===== src/rtl/asm_seq_ctrl.sv =====
// asm_seq_ctrl: sequential add-shift unsigned multiplier.
// A start in IDLE latches the operands. CALC then runs N add-shift steps.
// The full product is written to O on the last step, and DONE raises a
// one-cycle done pulse before the FSM returns to IDLE.
module asm_seq_ctrl #(
    parameter int N = 4
) (
    input  logic           clk,
    input  logic           rst,
    input  logic           start,
    input  logic [N-1:0]   A,
    input  logic [N-1:0]   B,
    output logic           busy,
    output logic           done,
    output logic [2*N-1:0] O
);

    localparam int CW = $clog2(N + 1);

    typedef enum logic [1:0] {
        IDLE = 2'd0,
        CALC = 2'd1,
        DONE = 2'd2
    } state_t;

    state_t          state;
    logic [N-1:0]    m;
    logic [N-1:0]    q;
    logic [N-1:0]    p;
    logic [CW-1:0]   cnt;
    logic [2*N-1:0]  step_pq;

    // One add-shift step.
    // The N+1-bit sum keeps the carry, and the right shift moves that carry
    // into the top of P. The result is the new {P,Q}.
    function automatic logic [2*N-1:0] add_shift(
        input logic [N-1:0] p_in,
        input logic [N-1:0] q_in,
        input logic [N-1:0] m_in
    );
        logic [N:0] sum;
        sum = {1'b0, p_in} + (q_in[0] ? {1'b0, m_in} : {(N+1){1'b0}});
        return {sum, q_in[N-1:1]};
    endfunction

    assign step_pq = add_shift(p, q, m);

    // Control FSM and datapath.
    // All outputs are registered; reset clears the whole block at once.
    always_ff @(posedge clk or posedge rst) begin
        if (rst) begin
            state <= IDLE;
            busy  <= 1'b0;
            done  <= 1'b0;
            O     <= '0;
            m     <= '0;
            q     <= '0;
            p     <= '0;
            cnt   <= '0;
        end else begin
            case (state)
                IDLE: begin
                    done <= 1'b0;
                    if (start) begin
                        m     <= A;
                        q     <= B;
                        p     <= '0;
                        cnt   <= '0;
                        busy  <= 1'b1;
                        state <= CALC;
                    end
                end
                CALC: begin
                    p   <= step_pq[2*N-1:N];
                    q   <= step_pq[N-1:0];
                    cnt <= cnt + CW'(1);
                    // The last step publishes the product directly, so O never
                    // exposes a partial product.
                    if (cnt == CW'(N - 1)) begin
                        O     <= step_pq;
                        busy  <= 1'b0;
                        done  <= 1'b1;
                        state <= DONE;
                    end
                end
                DONE: begin
                    done  <= 1'b0;
                    state <= IDLE;
                end
                default: begin
                    busy  <= 1'b0;
                    done  <= 1'b0;
                    state <= IDLE;
                end
            endcase
        end
    end

endmodule


===== config.mk =====
export PLATFORM = sky130hd
export DESIGN_NAME = asm_seq_ctrl
export DESIGN_NICKNAME = d
export VERILOG_FILES = /design/src/rtl/asm_seq_ctrl.sv
export SDC_FILE = /design/constraint.sdc
export NUM_CORES = 1
export LEC_CHECK = 0
export ABC_AREA = 1
export BUFFER_PORTS_ARGS = -buffer_cell sky130_fd_sc_hd__buf_2
export CORE_MARGIN = 2
export CORE_UTILIZATION = 29
export DETAILED_ROUTE_END_ITERATION = 6
export HOLD_SLACK_MARGIN = 0.06
export MAX_ROUTING_LAYER = met4
export SETUP_SLACK_MARGIN = 0.15
export SYNTH_ARGS = -nofsm -noshare
export SYNTH_HDL_FRONTEND = slang
export SYNTH_SLANG_ARGS = --single-unit

===== constraint.sdc =====
create_clock -name clk -period 1.8 [get_ports clk]
set_input_delay 0.36 -clock clk [delete_from_list [all_inputs] [get_ports clk]]
set_output_delay 0.36 -clock clk [all_outputs]
set_load 0.03 [all_outputs]

==> impl_metrics.ini <==
[status]
status = finished clean

[finish]
area_delta_synth_final_pct = 16.55
diodes = 0
layout.nets = 180
fillers = 486
drive_gt1_share_pct = 24.22
design_area_sq_um = 1498

[sta]
fin_crit_ns = 1.494
tightest_slew_ns = 0.5415
fmax_ghz = 0.6695
setup_viol = 0
finalCritPeriodShare_pct = 82.98
finalSetupTns_ns = 0
skew_ns = 0.01053
finalHoldViolCount = 0
maxSlewViolCount = 0
slew_headroom_pct = 63.52
rsz0062_at_grt = false

[setup_path]
crit_fanout = 5
crit_path_end_kind = register
path_depth = 6
startpoint_type = register
crit_top_cell = inv_1
r2r_slack_ns = 0.31
crit_buf_inv = 2
rr_worst_depth = 6
timing.rr.end = p[0]
path_cells = nand2_1, inv_1, ha_1, inv_1, fa_2, o21ai_0
rr_startpoint = q[0]
cp_top_family = adder cells
cp.arrival_ns = 1.69
crit_path_max_incr_delay_ns = 0.45
cp.required_ns = 2.00
endpoint = p[0]
crit_path_start = q[0]
cp_slowest_cell = fa_2
path_class = reg -> reg

[detailed_routing]
drcViolationCount = 0
ant_nets = 0
first_pass_iters = 4
via_per_inst = 4.380
first_iter_violations = 34
routed_wl_um = 2382
routedWlPerCell_um = 11.18
vias = 933

[global_routing]
grt_max_degree = 28
grt_overflow = 0
grt_usage_pct = 10.74
grt_pass1_wl_um = 4209
first_global_vias = 892
antenna_found_initial = 0

[place]
dp_hpwl_um = 1794
portBuffers = 20
gp_congestion = 0.7108
dpl_cell_area_sq_um = 1446

[power_and_ir_drop]
ir_drop_mv = 0.7557
power.switching_w = 0.001202
powerDensity_nw_per_um2 = 1792
power.share.clock_pct = 12.9
seqPwrFrac_pct = 38.4
finalPower_w = 0.002685
switching_share_pct = 44.77
p_comb_share_pct = 48.7
internal_power_w = 0.001483
leakagePower_nw = 0.7966

[synth]
synth_warnings = 0
synth.distinct_cells = 23
syn_inst = 137
synth.avg_cell_area_sq_um = 9.379
ys_ff_latch = 27
synth_ff_type = dfrtp_1
syn_area_sq_um = 1285
synth_enable_flop_cells = 0
synth_seq_area_share_pct = 52.58
synthesis.nets = 155
async_reset_ff_share_pct = 100.0

[floorplan]
start_util_pct = 29.72
design.die.area_sq_um = 4979
fp.dieH_um = 70.57
core_sq_um = 4324
die_x_um = 70.57
io_pins = 21
rows = 24

[clock_tree]
cts_tree = yes
cts_max_level = 1
cts_root_buffer = clkbuf_8
cts_made_buffers = 3
cts_max_path_buffers = 2
clock-sinks = 27
post-cts-setup-buffers = 0
clkSlewWorstSetupHoldPaths_ns = 0.10
clk_latency_ns = 0.28

[run]
drv_cap = 0

[hold_path]
hold_path_class = in -> async
==> layout by cell type, fill, tap and decap left out, types with 2 or more instances in the layout <==
cell,instances
o21ai_2,5
nand3_1,5
nor3_1,3
nand2_2,2
dfrtp_1,27
o22ai_1,4
clkbuf_8,3
ha_1,6
o21ai_1,2
o21ai_0,9
inv_1,20
nand2_1,32
nor2_1,7
buf_2,20
a21oi_1,5
==> cells by family after synthesis <==
logic type	after synthesis	share of synthesized area, %
adder cells (fa/ha/maj)	7	7.400
AO/OA/AOI/OAI	26	12.27
AND/OR/NAND/NOR	53	19.57
buffers and inverters	23	7.497
flip-flops	27	52.58
XOR/XNOR	1	0.6817
==> cells in the mapped netlist, types with 2 or more instances <==
cell type / count / area share, %
a21oi_1: 5 / 1.9
dfrtp_1: 27 / 53
ha_1: 6 / 5.8
inv_1: 20 / 5.8
nand2_1: 32 / 9.3
nand2_2: 2 / 0.97
nand3_1: 5 / 1.9
nor2_1: 7 / 2.0
nor3_1: 3 / 1.2
o21ai_0: 10 / 3.9
o21ai_2: 5 / 3.4
o22ai_1: 4 / 1.9
==> cell type report <==
class | instances | area, sq um | area share [%]
Sequential cell | 27 | 675.6 | 45.11
Tap cell | 52 | 65.06 | 4.344
Clock buffer | 3 | 41.29 | 2.757
Inverter | 22 | 85.08 | 5.681
Multi-Input combinational cell | 87 | 515.5 | 34.42
Clock inverter | 1 | 7.507 | 0.5013
Timing Repair Buffer | 21 | 107.6 | 7.185
==> worst min path at each step <==
stage | start | end | slack (ns) | cells past startpoint
detailed placement | rst | O[1] | 0.44 | 3
floorplan | rst | O[0] | 0.41 | 1
CTS | rst | O[1] | 0.13 | 3
global route | rst | O[1] | 0.17 | 3
finish | rst | O[1] | 0.12 | 3
global placement | rst | O[1] | 0.44 | 3
==> power by group through the flow <==
stage / Clock (W) / Combinational [W] / Sequential (W)
6_report: 0.000347 / 0.00131 / 0.00103
5_1_grt: 0.000393 / 0.00147 / 0.00106
4_1_cts: 0.000361 / 0.00132 / 0.00103
3_5_place_dp: 0 / 0.00132 / 0.00104
3_3_place_gp: 0 / 0.00130 / 0.00103
2_1_floorplan: 0 / 0.000832 / 0.00121
==> tightest hold or removal path: stages <==
cell	delay (ns)
buf_2	0.09
inv_1	0.04
buf_4	0.31
==> state kept, by name, indices dropped and copies added (netlist names) <==
register / cells
q: 4
done: 1
busy: 1
p: 4
m: 4
cnt: 3
state: 2
O: 8
==> timing repair <==
action | 4_1_cts | 5_1_grt
hold buffers | 0 | 0
endpoints found under the setup margin | 0 | 3
resized for setup | 0 | 2
endpoints found under the hold margin | 0 | 0
==> layer usage <==
| metal | wire length, um | up-vias | global-route usage (%) |
|---|---|---|---|
| li1 | - | 487 | - |
| met1 | 1209 | 425 | 14.30 |
| met2 | 1029 | 19 | 16.14 |
| met3 | 130 | 2 | 3.846 |
| met4 | 13 | 0 | 1.887 |
| met5 | 0 | - | - |
==> through the flow <==
step | instances | hold slack [ns] | setup slack (ns) | utilization [%]
floorplan | 137 | 0.4127 | 0.3627 | -
global placement | 209 | 0.4361 | 0.3106 | 33.45
finish | 213 | 0.1177 | 0.3064 | 34.64
detailed placement | 209 | 0.4417 | 0.2515 | 33.45
global route | 213 | 0.1691 | 0.2095 | 34.64
CTS | 213 | 0.1330 | 0.2315 | 34.58
Power figures use the tool's default switching activity.
